$ cat src/rtl/restoring_divider_core_if.sv
// -----------------------------------------------------------------------------
// restoring_divider_core_if
//   Start/done handshake bundle between the operand source and the restoring
//   divider core.
//
//   Parameter
//     N          divisor/quotient/remainder width; dividend is 2N bits
//
//   Signals
//     start      request a division (source -> core)
//     dividend   2N-bit dividend   (source -> core)
//     divisor    N-bit divisor     (source -> core)
//     busy       operation in flight (core -> source)
//     done       one-cycle result strobe (core -> source)
//     quotient   N-bit quotient    (core -> source)
//     remainder  N-bit remainder   (core -> source)
//     ovf        overflow / divide-by-zero flag (core -> source)
//
//   Modports
//     master     the operand source / result consumer
//     slave      the divider core
// -----------------------------------------------------------------------------
interface restoring_divider_core_if #(
    parameter int N = 5
);
    logic             start;
    logic [2*N-1:0]   dividend;
    logic [N-1:0]     divisor;
    logic             busy;
    logic             done;
    logic [N-1:0]     quotient;
    logic [N-1:0]     remainder;
    logic             ovf;

    modport master (
        output start,
        output dividend,
        output divisor,
        input  busy,
        input  done,
        input  quotient,
        input  remainder,
        input  ovf
    );

    modport slave (
        input  start,
        input  dividend,
        input  divisor,
        output busy,
        output done,
        output quotient,
        output remainder,
        output ovf
    );
endinterface

$ cat src/rtl/restoring_divider_core.sv
// -----------------------------------------------------------------------------
// restoring_divider_core
//   Sequential restoring divider: 2N-bit dividend / N-bit divisor giving an
//   N-bit quotient and N-bit remainder. Holds the controlling FSM and the A/Q/D
//   datapath:
//     A  N+1-bit partial remainder
//     Q  N-bit shift register (load / shift-left / serial-in of quotient bits)
//     D  N-bit divisor
//
//   Sequence: IDLE -> LOAD -> {SHIFT -> SUB} x N -> DONE -> IDLE.
//   With start sampled at edge k, busy is high from the next cycle through
//   the DONE cycle (2N+2 cycles) and done pulses in the DONE cycle, together
//   with the freshly registered quotient/remainder/ovf.
//
//   Ports
//     clk        system clock, all state updates on posedge
//     rst        synchronous active-high reset; dominates start
//     bus        restoring_divider_core_if.slave handshake bundle
//                (start, dividend, divisor in; busy, done, quotient,
//                 remainder, ovf out)
//
//   Build option
//     DIV_OVF_CHECK_EN  when defined, LOAD detects divisor==0 or a high
//                       dividend half >= divisor, skips the iterations and
//                       finishes with ovf=1, quotient=0, remainder=0.
//                       When undefined, every operand runs all N iterations
//                       and ovf is held at 0.
// -----------------------------------------------------------------------------
module restoring_divider_core #(
    parameter int N = 5
) (
    input  logic                       clk,
    input  logic                       rst,
    restoring_divider_core_if.slave    bus
);

    localparam int CW = $clog2(N + 1);

    typedef enum logic [2:0] {
        S_IDLE  = 3'd0,
        S_LOAD  = 3'd1,
        S_SHIFT = 3'd2,
        S_SUB   = 3'd3,
        S_DONE  = 3'd4
    } state_t;

    // Unsigned N+1-bit trial subtraction; bit N set means the result went negative.
    function automatic logic [N:0] trial_sub(input logic [N:0] a, input logic [N-1:0] d);
        return a - {1'b0, d};
    endfunction

    state_t            state_r;
    logic [2*N-1:0]    dvd_in_r;
    logic [N-1:0]      dvs_in_r;
    logic [N:0]        a_r;
    logic [N-1:0]      q_r;
    logic [N-1:0]      d_r;
    logic [CW-1:0]     count_r;
    logic              busy_r;
    logic              done_r;
    logic [N-1:0]      quotient_r;
    logic [N-1:0]      remainder_r;
    logic              ovf_r;

    logic [N:0]        t_s;
    logic [N:0]        a_sub_s;
    logic [N-1:0]      q_sub_s;

`ifdef DIV_OVF_CHECK_EN
    logic              ovf_s;

    // A quotient that cannot fit in N bits (or a zero divisor) is flagged up front.
    always_comb begin
        if ((dvs_in_r == {N{1'b0}}) || (dvd_in_r[2*N-1:N] >= dvs_in_r)) begin
            ovf_s = 1'b1;
        end else begin
            ovf_s = 1'b0;
        end
    end
`endif

    // SUB-step result: keep the difference when non-negative, otherwise restore A.
    always_comb begin
        t_s = trial_sub(a_r, d_r);
        if (t_s[N]) begin
            a_sub_s = a_r;
            q_sub_s = {q_r[N-1:1], 1'b0};
        end else begin
            a_sub_s = t_s;
            q_sub_s = {q_r[N-1:1], 1'b1};
        end
    end

    // Controller and datapath; outputs are registered and change only when entering DONE.
    always_ff @(posedge clk) begin
        if (rst) begin
            state_r     <= S_IDLE;
            dvd_in_r    <= {(2*N){1'b0}};
            dvs_in_r    <= {N{1'b0}};
            a_r         <= {(N+1){1'b0}};
            q_r         <= {N{1'b0}};
            d_r         <= {N{1'b0}};
            count_r     <= {CW{1'b0}};
            busy_r      <= 1'b0;
            done_r      <= 1'b0;
            quotient_r  <= {N{1'b0}};
            remainder_r <= {N{1'b0}};
            ovf_r       <= 1'b0;
        end else begin
            done_r <= 1'b0;
            case (state_r)
                S_IDLE: begin
                    if (bus.start) begin
                        dvd_in_r <= bus.dividend;
                        dvs_in_r <= bus.divisor;
                        busy_r   <= 1'b1;
                        state_r  <= S_LOAD;
                    end else begin
                        state_r  <= S_IDLE;
                    end
                end

                S_LOAD: begin
                    a_r     <= {1'b0, dvd_in_r[2*N-1:N]};
                    q_r     <= dvd_in_r[N-1:0];
                    d_r     <= dvs_in_r;
                    count_r <= {CW{1'b0}};
`ifdef DIV_OVF_CHECK_EN
                    if (ovf_s) begin
                        quotient_r  <= {N{1'b0}};
                        remainder_r <= {N{1'b0}};
                        ovf_r       <= 1'b1;
                        done_r      <= 1'b1;
                        state_r     <= S_DONE;
                    end else begin
                        state_r     <= S_SHIFT;
                    end
`else
                    state_r <= S_SHIFT;
`endif
                end

                S_SHIFT: begin
                    // {A,Q} shifts left as one 2N+1-bit register; the vacated Q[0] takes 0.
                    {a_r, q_r} <= {a_r[N-1:0], q_r, 1'b0};
                    state_r    <= S_SUB;
                end

                S_SUB: begin
                    a_r     <= a_sub_s;
                    q_r     <= q_sub_s;
                    count_r <= count_r + CW'(1);
                    if (count_r == CW'(N - 1)) begin
                        // Last iteration: publish the result so it is valid throughout DONE.
                        quotient_r  <= q_sub_s;
                        remainder_r <= a_sub_s[N-1:0];
                        ovf_r       <= 1'b0;
                        done_r      <= 1'b1;
                        state_r     <= S_DONE;
                    end else begin
                        state_r     <= S_SHIFT;
                    end
                end

                S_DONE: begin
                    busy_r  <= 1'b0;
                    state_r <= S_IDLE;
                end

                default: begin
                    busy_r  <= 1'b0;
                    state_r <= S_IDLE;
                end
            endcase
        end
    end

    assign bus.busy      = busy_r;
    assign bus.done      = done_r;
    assign bus.quotient  = quotient_r;
    assign bus.remainder = remainder_r;
    assign bus.ovf       = ovf_r;

endmodule

$ cat src/flat_wrapper.sv
// flat-port wrapper written by rule: the top's interface ports become plain ports
module restoring_divider_core_flat 
#(
    parameter int N = 5
)
  (clk, rst, bus_start, bus_dividend, bus_divisor, bus_busy, bus_done, bus_quotient, bus_remainder, bus_ovf);
  restoring_divider_core_if #(.N(N)) bus_i ();
  input  logic clk;
  input  logic rst;
  input wire logic [$bits(bus_i.start)-1:0] bus_start;
  input wire logic [$bits(bus_i.dividend)-1:0] bus_dividend;
  input wire logic [$bits(bus_i.divisor)-1:0] bus_divisor;
  output wire logic [$bits(bus_i.busy)-1:0] bus_busy;
  output wire logic [$bits(bus_i.done)-1:0] bus_done;
  output wire logic [$bits(bus_i.quotient)-1:0] bus_quotient;
  output wire logic [$bits(bus_i.remainder)-1:0] bus_remainder;
  output wire logic [$bits(bus_i.ovf)-1:0] bus_ovf;
  assign bus_i.start = bus_start;
  assign bus_i.dividend = bus_dividend;
  assign bus_i.divisor = bus_divisor;
  assign bus_busy = bus_i.busy;
  assign bus_done = bus_i.done;
  assign bus_quotient = bus_i.quotient;
  assign bus_remainder = bus_i.remainder;
  assign bus_ovf = bus_i.ovf;
  restoring_divider_core #(.N(N)) u_core (.clk(clk), .rst(rst), .bus(bus_i));
endmodule
$ cat config.mk
export PLATFORM = sky130hd
export DESIGN_NAME = restoring_divider_core_flat
export DESIGN_NICKNAME = d
export VERILOG_FILES = /design/src/rtl/restoring_divider_core_if.sv /design/src/rtl/restoring_divider_core.sv /design/src/flat_wrapper.sv
export SDC_FILE = /design/constraint.sdc
export NUM_CORES = 1
export LEC_CHECK = 0
export ABC_AREA = 0
export BUFFER_PORTS_ARGS = -buffer_cell sky130_fd_sc_hd__clkbuf_2
export CAP_MARGIN = 30
export CELL_PAD_IN_SITES_DETAIL_PLACEMENT = 1
export CELL_PAD_IN_SITES_GLOBAL_PLACEMENT = 2
export CORE_ASPECT_RATIO = 2
export CORE_MARGIN = 10
export CORE_UTILIZATION = 36
export DETAILED_ROUTE_END_ITERATION = 6
export PLACE_DENSITY_LB_ADDON = 0.1
export SLEW_MARGIN = 20
export SYNTH_ARGS = -nofsm -noshare
export SYNTH_HDL_FRONTEND = slang
export SYNTH_SLANG_ARGS = --single-unit
$ cat constraint.sdc
create_clock -name clk -period 5.87 [get_ports clk]
set_input_delay 1.174 -clock clk [delete_from_list [all_inputs] [get_ports clk]]
set_output_delay 1.174 -clock clk [all_outputs]
set_load 0.02 [all_outputs]
==> results of run 1 <==
-- power groups by stage --
stage / Clock, mW / Combinational (mW) / Sequential (mW)
2_1_floorplan: 0 / 0.114 / 0.368
3_3_place_gp: 0 / 0.138 / 0.376
3_5_place_dp: 0 / 0.141 / 0.377
4_1_cts: 0.297 / 0.142 / 0.369
5_1_grt: 0.312 / 0.158 / 0.372
6_report: 0.288 / 0.139 / 0.369
-- cell usage after synthesis, drive strengths merged, types with 2 or more instances --
cell type	number	area share [%]
nor2b	4	1.2
nand2	56	9.1
nand4b	2	0.75
mux2i	3	1.3
inv	11	1.8
nor3	5	1.1
o211ai	3	1.2
o22ai	4	1.1
a21oi	39	8.4
buf	9	2.2
a211o	2	0.81
nand3b	2	0.65
o22a	4	1.5
clkbuf	10	1.6
nor4	4	1.1
nor2	28	4.6
dfxtp	49	42
nand4	2	0.54
nand2b	8	2.2
ha	7	3.8
o21ai	6	1.5
nand3	7	1.5
and2	2	0.54
a22oi	2	0.65
nor3b	3	0.97
xor2	4	1.8
a211oi	3	1.2
nor4b	2	1.0
-- path summary, 6_finish.rpt --
check | end | slack [ns] | cells after the start
hold reg to reg | u_core.dvd_in_r[8] | 0.45 | 2
setup reg to reg | u_core.bus.remainder[2] | 3.36 | 7
setup / recovery | u_core.bus.remainder[2] | 3.36 | 7
hold / removal | u_core.dvd_in_r[8] | 0.45 | 2
-- cells by family (layout without fill, tap and decap cells) --
| family | after synthesis | after routing | synth area share [%] |
|---|---|---|---|
| mux | 3 | 3 | 1.294 |
| buf+inv | 30 | 49 | 5.607 |
| xor+xnor | 5 | 5 | 2.211 |
| flops | 49 | 49 | 42.26 |
| other cells | 1 | 1 | 0.1616 |
| compound gates | 67 | 67 | 17.68 |
| fa+ha+maj | 8 | 8 | 4.636 |
| simple gates | 128 | 128 | 26.15 |
-- routing by layer --
metal  up-vias  wire, um  GRT usage, %
met5         -         0             0
met4         0       114         5.613
met3         7       118         2.022
met2        24      3303         22.48
met1       946      2661         14.24
li1       1024         -             -
-- per-stage QoR --
step	power (mW)	hold slack (ns)
floorplan	0.4818	0.4321
finish	0.7957	0.4542
global route	0.8423	0.4740
detailed placement	0.5177	0.4491
CTS	0.8080	0.4584
global placement	0.5140	0.4459
-- worst reg2reg max path, delay by kind of cell, from the launching register on --
kind                     cells  cell delay (ns)
buffers and inverters        1             0.06
adder cells (fa/ha/maj)      1             0.36
flip-flops                   1             0.33
multiplexers                 1             0.40
AO/OA/AOI/OAI                3             0.66
XOR/XNOR                     1             0.57
-- area by class of cell --
type / count / area share [%]
tap: 86 / 4.053
sequential: 49 / 36.95
timing repair buffer: 31 / 6.503
inverter: 11 / 1.555
clock buffer: 7 / 5.372
multi-input combinational: 212 / 45.57
-- flip-flops by register name (all words and copies together), names as in the netlist --
name / cells
u_core.dvd_in_r: 10
u_core.bus.remainder: 5
u_core.dvs_in_r: 5
u_core.q_r: 5
u_core.d_r: 5
u_core.state_r: 3
u_core.bus.busy: 1
u_core.bus.quotient: 5
u_core.count_r: 3
u_core.bus.done: 1
u_core.a_r: 6
==> flow_metrics.py, run 1 <==
metrics = {
    "run_status": {
        "outcome": "finished clean",
    },
    "sta": {
        "min_period_over_period_pct": 42.84,
        "rsz0062_at_grt": "false",
        "setup_viol": 0,
        "fin_ws_ns": 3.355,
        "finClkSkew_ns": 0.003662,
        "min_period_ns": 2.515,
        "fmax_mhz": 397.6,
        "maxSlewHeadroom_pct": 40.69,
        "hold_violations": 0,
        "worstMarginPinSlew_ns": 0.8864,
        "fin_tns_setup_ns": 0,
        "slew_violations": 0,
    },
    "setup_path": {
        "crit_required_ns": 6.03,
        "cpPeakStageDelay_ns": 0.57,
        "regToRegStartpoint": "u_core.d_r[4]",
        "crit_chain": "inv_1, ha_1, a21oi_1, o211ai_2, xor2_2, mux2i_1, o31ai_1",
        "crit_arrival_ns": 2.67,
        "critPathTopFamily": "compound AO/OA/AOI/OAI gates",
        "startpoint": "u_core.d_r[4]",
        "end_kind": "flop",
        "crit_type": "reg2reg",
        "cp_slowest_cell": "xor2_2",
        "startpoint_type": "flop",
        "crit_buf_inv": 1,
        "critPathMaxFanout": 13,
    },
    "finish": {
        "fin_area_mm2": 0.002655,
        "antenna_cells": 0,
        "nNetsFinal": 336,
        "final_cell_mix": "nand2_1 (56), dfxtp_1 (49), a21oi_1 (39)",
        "multi_input_area_mm2": 0.001210,
        "drive_gt1_share_pct": 14.84,
        "final_cells": 396,
        "regArea_um2": 980.9,
        "fillers": 795,
        "post-route-util_pct": 42.08,
        "final_common_cell": "nand2_1",
        "syn2layout_area_growth_pct": 14.39,
    },
    "synth": {
        "synth_area_mm2": 0.002321,
        "ys_warn_count": 0,
        "ys_seq_elements": 49,
        "syn_avg_cell_area_um2": 7.976,
        "synth_nets": 317,
        "ys_seq_area_share_pct": 42.26,
        "synth_ff_type": "dfxtp_1",
        "yosys.cell_types.count": 49,
        "synth_cells": 291,
        "synth-edff-count": 0,
        "synthArstFlopShare_pct": 0,
    },
    "clock_network": {
        "insertion_delay_ns": 0.29,
        "cts.hold.buffers_added": 0,
        "cts_tree": "built",
        "numCtsBuffers": 5,
        "clock_path_buffers": 2,
        "ctsHtreeMaxLevel": 2,
        "cts_sinks": 49,
        "postCtsSetupBuffers": 0,
        "clkTransAtPathRegs_ns": 0.06,
        "cts_resized": 0,
        "cts-root-buf": "clkbuf_16",
    },
    "grt": {
        "gr-total-overflow": 0,
        "grt_usage_pct": 12.64,
        "antenna_found_initial": 0,
        "grt_pass1_wl_um": 10580,
        "grt_max_degree": 35,
        "grt_pass1_vias": 2078,
    },
    "place": {
        "gp_congestion": 0.7848,
        "dpl.hpwl_um": 4675,
        "io_buffer_count": 29,
        "dp_cells": 389,
        "dpl-instance-area_mm2": 0.002512,
        "place_ws_ns": 3.353,
    },
    "hold_path": {
        "holdCritPathClass": "reg2reg",
        "holdCritStartpoint": "u_core.dvd_in_r[8]",
    },
    "floorplan": {
        "fp.dieH_um": 133.6,
        "fp.dieW_um": 76.78,
        "ioPinCount": 31,
        "coreArea_mm2": 0.006310,
        "initial_core_util_pct": 36.78,
        "placementRows": 41,
        "die-area_mm2": 0.01025,
    },
    "drt": {
        "ant_nets": 0,
        "routedWlPerCell_um": 15.65,
        "vias": 2001,
        "drc": 0,
        "drt-pass1-iter-count": 4,
        "drtIter0Drc": 78,
        "wirelength_um": 6197,
        "via_per_inst": 5.053,
    },
    "power_and_ir_drop": {
        "p_leak_nw": 1.004,
        "p_clk_share_pct": 36.1,
        "switching_share_pct": 27.80,
        "p_per_area_mw_per_mm2": 299.7,
        "p_comb_share_pct": 17.5,
        "p_switching_uw": 221.2,
        "seqPwrFrac_pct": 46.4,
        "ir_drop_mv": 0.1843,
        "p_int_uw": 574.5,
    },
    "run": {
        "max_cap_violations": 0,
    },
}
No activity file was read; power rests on OpenSTA's default activity.
==> run 2, diff against run 1 <==
Settings changed: ABC_AREA 0 to 1, CORE_UTILIZATION 36 to 29.
Clock period 5.87 ns to 2.15 ns, I/O delays scaled along.
==> flow_metrics.py, run 2 <==
metrics = {
    "finish": {
        "fillers": 981,
        "drive_gt1_share_pct": 17.08,
        "syn2layout_area_growth_pct": 16.81,
        "biggestRegsByFlops": "u_core.dvd_in_r (10), u_core.a_r (6)",
        "nNetsFinal": 348,
        "fin_area_mm2": 0.002618,
        "final_cells": 416,
        "post-route-util_pct": 34.69,
        "largest_register": "u_core.dvd_in_r",
        "regArea_um2": 980.9,
        "final_cell_mix": "dfxtp_1 (49), nor2_1 (42), nand3_1 (37)",
        "largest_register_ffs": 10,
        "antenna_cells": 0,
        "final_common_cell": "dfxtp_1",
        "multi_input_area_mm2": 0.001069,
    },
    "synth": {
        "yosys-top-cells-count": "dfxtp_1 (49), nor2_1 (42), nand3_1 (37)",
        "synth_area_mm2": 0.002241,
        "synth_cells": 294,
        "yosys.area.top_type": "dfxtp_1",
        "ys_seq_area_share_pct": 43.77,
        "ys_seq_elements": 49,
        "synthArstFlopShare_pct": 0,
        "synth-edff-count": 0,
        "syn_avg_cell_area_um2": 7.622,
        "synth_nets": 320,
        "synth_ff_type": "dfxtp_1",
        "synth_area_leaders": "dfxtp_1 (44%), nand3_1 (8.3%), a21oi_1 (7.1%)",
        "yosys.cell_types.count": 28,
        "ys_warn_count": 0,
        "synth.most_common_cell": "dfxtp_1",
        "yosys.area.top_type_share_pct": 43.77,
    },
    "clock_network": {
        "clock_path_buffers": 2,
        "cts_tree": "built",
        "insertion_delay_ns": 0.29,
        "cts-root-buf": "clkbuf_16",
        "cts.hold.buffers_added": 0,
        "postCtsSetupBuffers": 0,
        "cts_resized": 0,
        "ctsHtreeMaxLevel": 2,
        "numCtsBuffers": 5,
        "clkTransAtPathRegs_ns": 0.06,
        "cts_sinks": 49,
    },
    "power_and_ir_drop": {
        "p_per_area_mw_per_mm2": 1087,
        "p_leak_nw": 1.175,
        "finalPower_mw": 2.845,
        "ir_drop_mv": 0.4419,
        "p_clk_share_pct": 27.8,
        "p_switching_mw": 1.050,
        "p_comb_share_pct": 33.4,
        "seqPwrFrac_pct": 38.8,
        "switching_share_pct": 36.90,
        "p_int_mw": 1.796,
    },
    "place": {
        "dpl.hpwl_um": 5174,
        "place_ws_ns": 0.2677,
        "dpl-instance-area_mm2": 0.002475,
        "dp_cells": 409,
        "gp_congestion": 0.8811,
        "io_buffer_count": 29,
    },
    "floorplan": {
        "die-area_mm2": 0.01186,
        "coreArea_mm2": 0.007545,
        "ioPinCount": 31,
        "fp.dieH_um": 144.3,
        "placementRows": 45,
        "fp.dieW_um": 82.16,
        "initial_core_util_pct": 29.70,
    },
    "hold_path": {
        "holdCritPathClass": "in2reg",
        "whs_path_depth": 3,
        "hold_end": "u_core.dvd_in_r[2]",
        "holdCritStartpoint": "bus_dividend[2]",
    },
    "sta": {
        "slew_violations": 0,
        "min_period_ns": 1.870,
        "fmax_mhz": 534.8,
        "setup_viol": 0,
        "min_period_over_period_pct": 86.97,
        "finClkSkew_ns": 0.006075,
        "hold_violations": 0,
        "rsz0062_at_grt": "false",
        "fin_tns_setup_ns": 0,
        "fin_ws_ns": 0.2802,
        "hold-worst-slack_ns": 0.3737,
    },
    "setup_path": {
        "crit_type": "reg2reg",
        "end_kind": "flop",
        "crit_chain": "inv_1, ha_1, a21oi_1, nand3_1, nand2_1, nand3_1, nand3_1, a21oi_1",
        "critPathMaxFanout": 7,
        "crit_top_cell": "nand3_1",
        "crit_arrival_ns": 2.05,
        "regToRegStartpoint": "u_core.d_r[4]",
        "startpoint_type": "flop",
        "cp_slowest_cell": "ha_1",
        "r2r_cells": 8,
        "crit_required_ns": 2.33,
        "cpPeakStageDelay_ns": 0.34,
        "r2r-end": "u_core.a_r[2]",
        "ff2ff_setup_slack_ns": 0.28,
        "startpoint": "u_core.d_r[4]",
    },
    "run_status": {
        "outcome": "finished clean",
    },
    "drt": {
        "drtIter0Drc": 68,
        "ant_nets": 0,
        "routedWlPerCell_um": 15.72,
        "drc": 0,
        "drt-pass1-iter-count": 4,
        "wirelength_um": 6541,
        "vias": 2004,
        "via_per_inst": 4.817,
    },
    "grt": {
        "grt_max_degree": 33,
        "grt_usage_pct": 11.99,
        "grt_pass1_vias": 2092,
        "antenna_found_initial": 0,
        "grt_pass1_wl_um": 10710,
        "gr-total-overflow": 0,
    },
    "run": {
        "max_cap_violations": 0,
    },
}
-- run 2: cell count changes after synthesis, sizes merged, moves of 6 or more --
cell	previous run	this run
a21oi	39	32
clkbuf	10	4
inv	11	34
nand2	56	29
nand2b	8	0
nand3	7	38
nor2	28	45
o21ai	6	35
-- run 2: critical path: cells and delay by family (launching register included) --
| family | cells | cell delay (ns) |
|---|---|---|
| adders and majority gates | 1 | 0.34 |
| DFF | 1 | 0.31 |
| and+or+nand+nor | 4 | 0.67 |
| AOI/OAI and AO/OA | 2 | 0.37 |
| buffers and inverters | 1 | 0.06 |
-- run 2: cell families after synthesis --
logic type	synth area share, %
simple gates	24.68
compound gates	17.64
flops	43.77
buf+inv	8.542
fa+ha+maj	4.802
xor+xnor	0.3909
other cells	0.1673
-- run 2: area by class of cell --
cell class	instances	share of cell area, %
clock buffers	7	5.449
inverters	34	4.876
multi-input cells	200	40.82
flip-flops and latches	49	37.48
well taps	94	4.493
repair buffers	32	6.883
-- run 2: worst max path at each step --
| stage | end | slack [ns] | cells past startpoint |
|---|---|---|---|
| floorplan | u_core.a_r[2] | 0.61 | 8 |
| global placement | u_core.a_r[4] | 0.31 | 11 |
| detailed placement | u_core.a_r[2] | 0.27 | 8 |
| CTS | u_core.a_r[2] | 0.25 | 8 |
| global route | u_core.a_r[2] | 0.12 | 8 |
| finish | u_core.a_r[2] | 0.28 | 8 |
-- run 2: power by group through the flow --
stage	clock, mW	sequential, mW	combinational [mW]
3_5_place_dp	0	1.13	0.970
3_3_place_gp	0	1.12	0.955
2_1_floorplan	0	1.10	0.716
5_1_grt	0.857	1.12	1.10
4_1_cts	0.814	1.11	0.976
6_report	0.790	1.11	0.950
-- run 2: layer usage --
metal,GRT usage (%),vias up,part of all wire (%)
li1,-,1026,-
met1,12.67,945,41
met2,21.49,24,55
met3,2.301,9,1.7
met4,5.946,0,2.7
met5,0,-,0
==> run 3, diff against run 2 <==
Settings changed: ABC_AREA 1 to unset, CAP_MARGIN 30 to 20, CORE_UTILIZATION 29 to 30.
==> flow_metrics.py, run 3 (synthesis gave the netlist of run 1 again) <==
metrics = {
    "hold_path": {
        "whs_path_depth": 3,
        "holdCritPathClass": "in2reg",
    },
    "finish": {
        "drive_gt1_share_pct": 22.49,
        "largest_register_ffs": 10,
        "antenna_cells": 0,
        "largest_register": "u_core.dvd_in_r",
        "biggestRegsByFlops": "u_core.dvd_in_r (10), u_core.a_r (6)",
        "final_common_cell": "nand2_1",
        "fillers": 945,
        "syn2layout_area_growth_pct": 23.02,
        "final_cell_mix": "nand2_1 (56), dfxtp_1 (49), a21oi_1 (37)",
        "fin_area_mm2": 0.002855,
        "nNetsFinal": 356,
    },
    "floorplan": {
        "fp.dieH_um": 144.4,
        "fp.dieW_um": 82.20,
        "placementRows": 45,
        "coreArea_mm2": 0.007545,
        "ioPinCount": 31,
        "die-area_mm2": 0.01187,
        "initial_core_util_pct": 30.76,
    },
    "sta": {
        "finClkSkew_ns": 0.003713,
        "fin_ws_ns": 0.06623,
        "min_period_ns": 2.084,
        "setup_viol": 0,
        "slew_violations": 0,
        "fmax_mhz": 479.9,
        "min_period_over_period_pct": 96.92,
        "rsz0062_at_grt": "true",
        "hold_violations": 0,
    },
    "place": {
        "io_buffer_count": 29,
        "dpl.hpwl_um": 5402,
        "place_ws_ns": 0.04133,
        "gp_congestion": 0.8070,
        "dpl-instance-area_mm2": 0.002673,
    },
    "clock_network": {
        "cts_tree": "built",
        "cts_sinks": 49,
        "insertion_delay_ns": 0.29,
        "cts-root-buf": "clkbuf_16",
        "postCtsSetupBuffers": 0,
        "clock_path_buffers": 2,
        "numCtsBuffers": 5,
        "ctsHtreeMaxLevel": 2,
        "clkTransAtPathRegs_ns": 0.06,
        "cts_resized": 0,
        "cts.hold.buffers_added": 0,
    },
    "grt": {
        "grt_usage_pct": 12.77,
        "grt_pass1_wl_um": 11590,
        "antenna_found_initial": 0,
        "grt_max_degree": 20,
        "grt_pass1_vias": 2215,
        "gr-total-overflow": 0,
    },
    "setup_path": {
        "crit_required_ns": 2.32,
        "crit_buf_inv": 2,
        "critPathMaxFanout": 5,
        "path_depth": 9,
        "end_kind": "flop",
        "cp_slowest_cell": "nor4b_1",
        "crit_chain": "inv_1, ha_2, a21oi_2, buf_4, xor2_1, nor4b_1, a211oi_2, a311oi_1, nor3_1",
        "r2r_cells": 9,
        "crit_type": "reg2reg",
        "crit_arrival_ns": 2.25,
        "critPathTopFamily": "compound AO/OA/AOI/OAI gates",
        "startpoint_type": "flop",
        "cpPeakStageDelay_ns": 0.36,
    },
    "power_and_ir_drop": {
        "seqPwrFrac_pct": 43.5,
        "p_leak_nw": 1.094,
        "p_clk_share_pct": 32.9,
        "switching_share_pct": 28.86,
        "p_int_mw": 1.621,
        "p_per_area_mw_per_mm2": 797.9,
        "ir_drop_mv": 0.4952,
        "p_switching_uw": 657.5,
        "p_comb_share_pct": 23.6,
    },
    "drt": {
        "vias": 2096,
        "drc": 0,
        "via_per_inst": 4.955,
        "routedWlPerCell_um": 16.29,
        "drtIter0Drc": 62,
        "ant_nets": 0,
        "wirelength_um": 6891,
        "drt-pass1-iter-count": 4,
    },
    "run": {
        "max_cap_violations": 0,
    },
    "run_status": {
        "outcome": "finished clean",
    },
}
-- run 3: final timing paths --
kind                               start                      to  slack [ns]
setup / recovery           u_core.d_r[4]           u_core.a_r[3]        0.07
hold reg to reg   u_core.bus.quotient[3]  u_core.bus.quotient[3]        0.45
hold / removal           bus_dividend[2]      u_core.dvd_in_r[2]        0.35
setup reg to reg           u_core.d_r[4]           u_core.a_r[3]        0.07
-- run 3: layout make-up --
cell class,instances,area (um2),share of cell area [%]
Multi-Input combinational cell,212,1262,44.22
Timing Repair Buffer,51,322.8,11.31
Inverter,11,41.29,1.446
Sequential cell,49,980.9,34.36
Clock inverter,1,5.005,0.1753
Tap cell,94,117.6,4.119
Clock buffer,5,125.1,4.382
-- run 3: power groups by stage --
stage	logic, mW	clock network [mW]	registers (mW)
floorplan	0.310	0	1.01
global placement	0.493	0	1.01
detailed placement	0.499	0	1.01
CTS	0.502	0.779	0.991
global route	0.597	0.813	0.997
finish	0.538	0.750	0.991
-- run 3: stage by stage --
stage               util (%)  std cells  hold WS [ns]  power (mW)  TNS (ns)
floorplan                  -        291        0.4321       1.316         0
global placement       35.42        417        0.4440       1.504         0
detailed placement     35.42        417        0.4498       1.511         0
CTS                    37.15        423        0.3501       2.272         0
global route           37.84        423        0.3577       2.408  -0.04910
finish                 37.84        423        0.3543       2.278         0
-- run 3: worst register-to-register path: stages, from the launching register on --
cell	delay, ns
dfxtp_1	0.33
inv_1	0.05
ha_2	0.31
a21oi_2	0.22
buf_4	0.16
xor2_1	0.06
nor4b_1	0.36
a211oi_2	0.11
a311oi_1	0.27
nor3_1	0.08
-- run 3: metal layers --
| metal | part of all wire, % | up-vias | global-route usage, % |
|---|---|---|---|
| li1 | - | 1063 | - |
| met1 | 40 | 1002 | 13.92 |
| met2 | 56 | 23 | 23.22 |
| met3 | 2.0 | 8 | 2.301 |
| met4 | 2.5 | 0 | 4.595 |
| met5 | 0 | - | 0 |
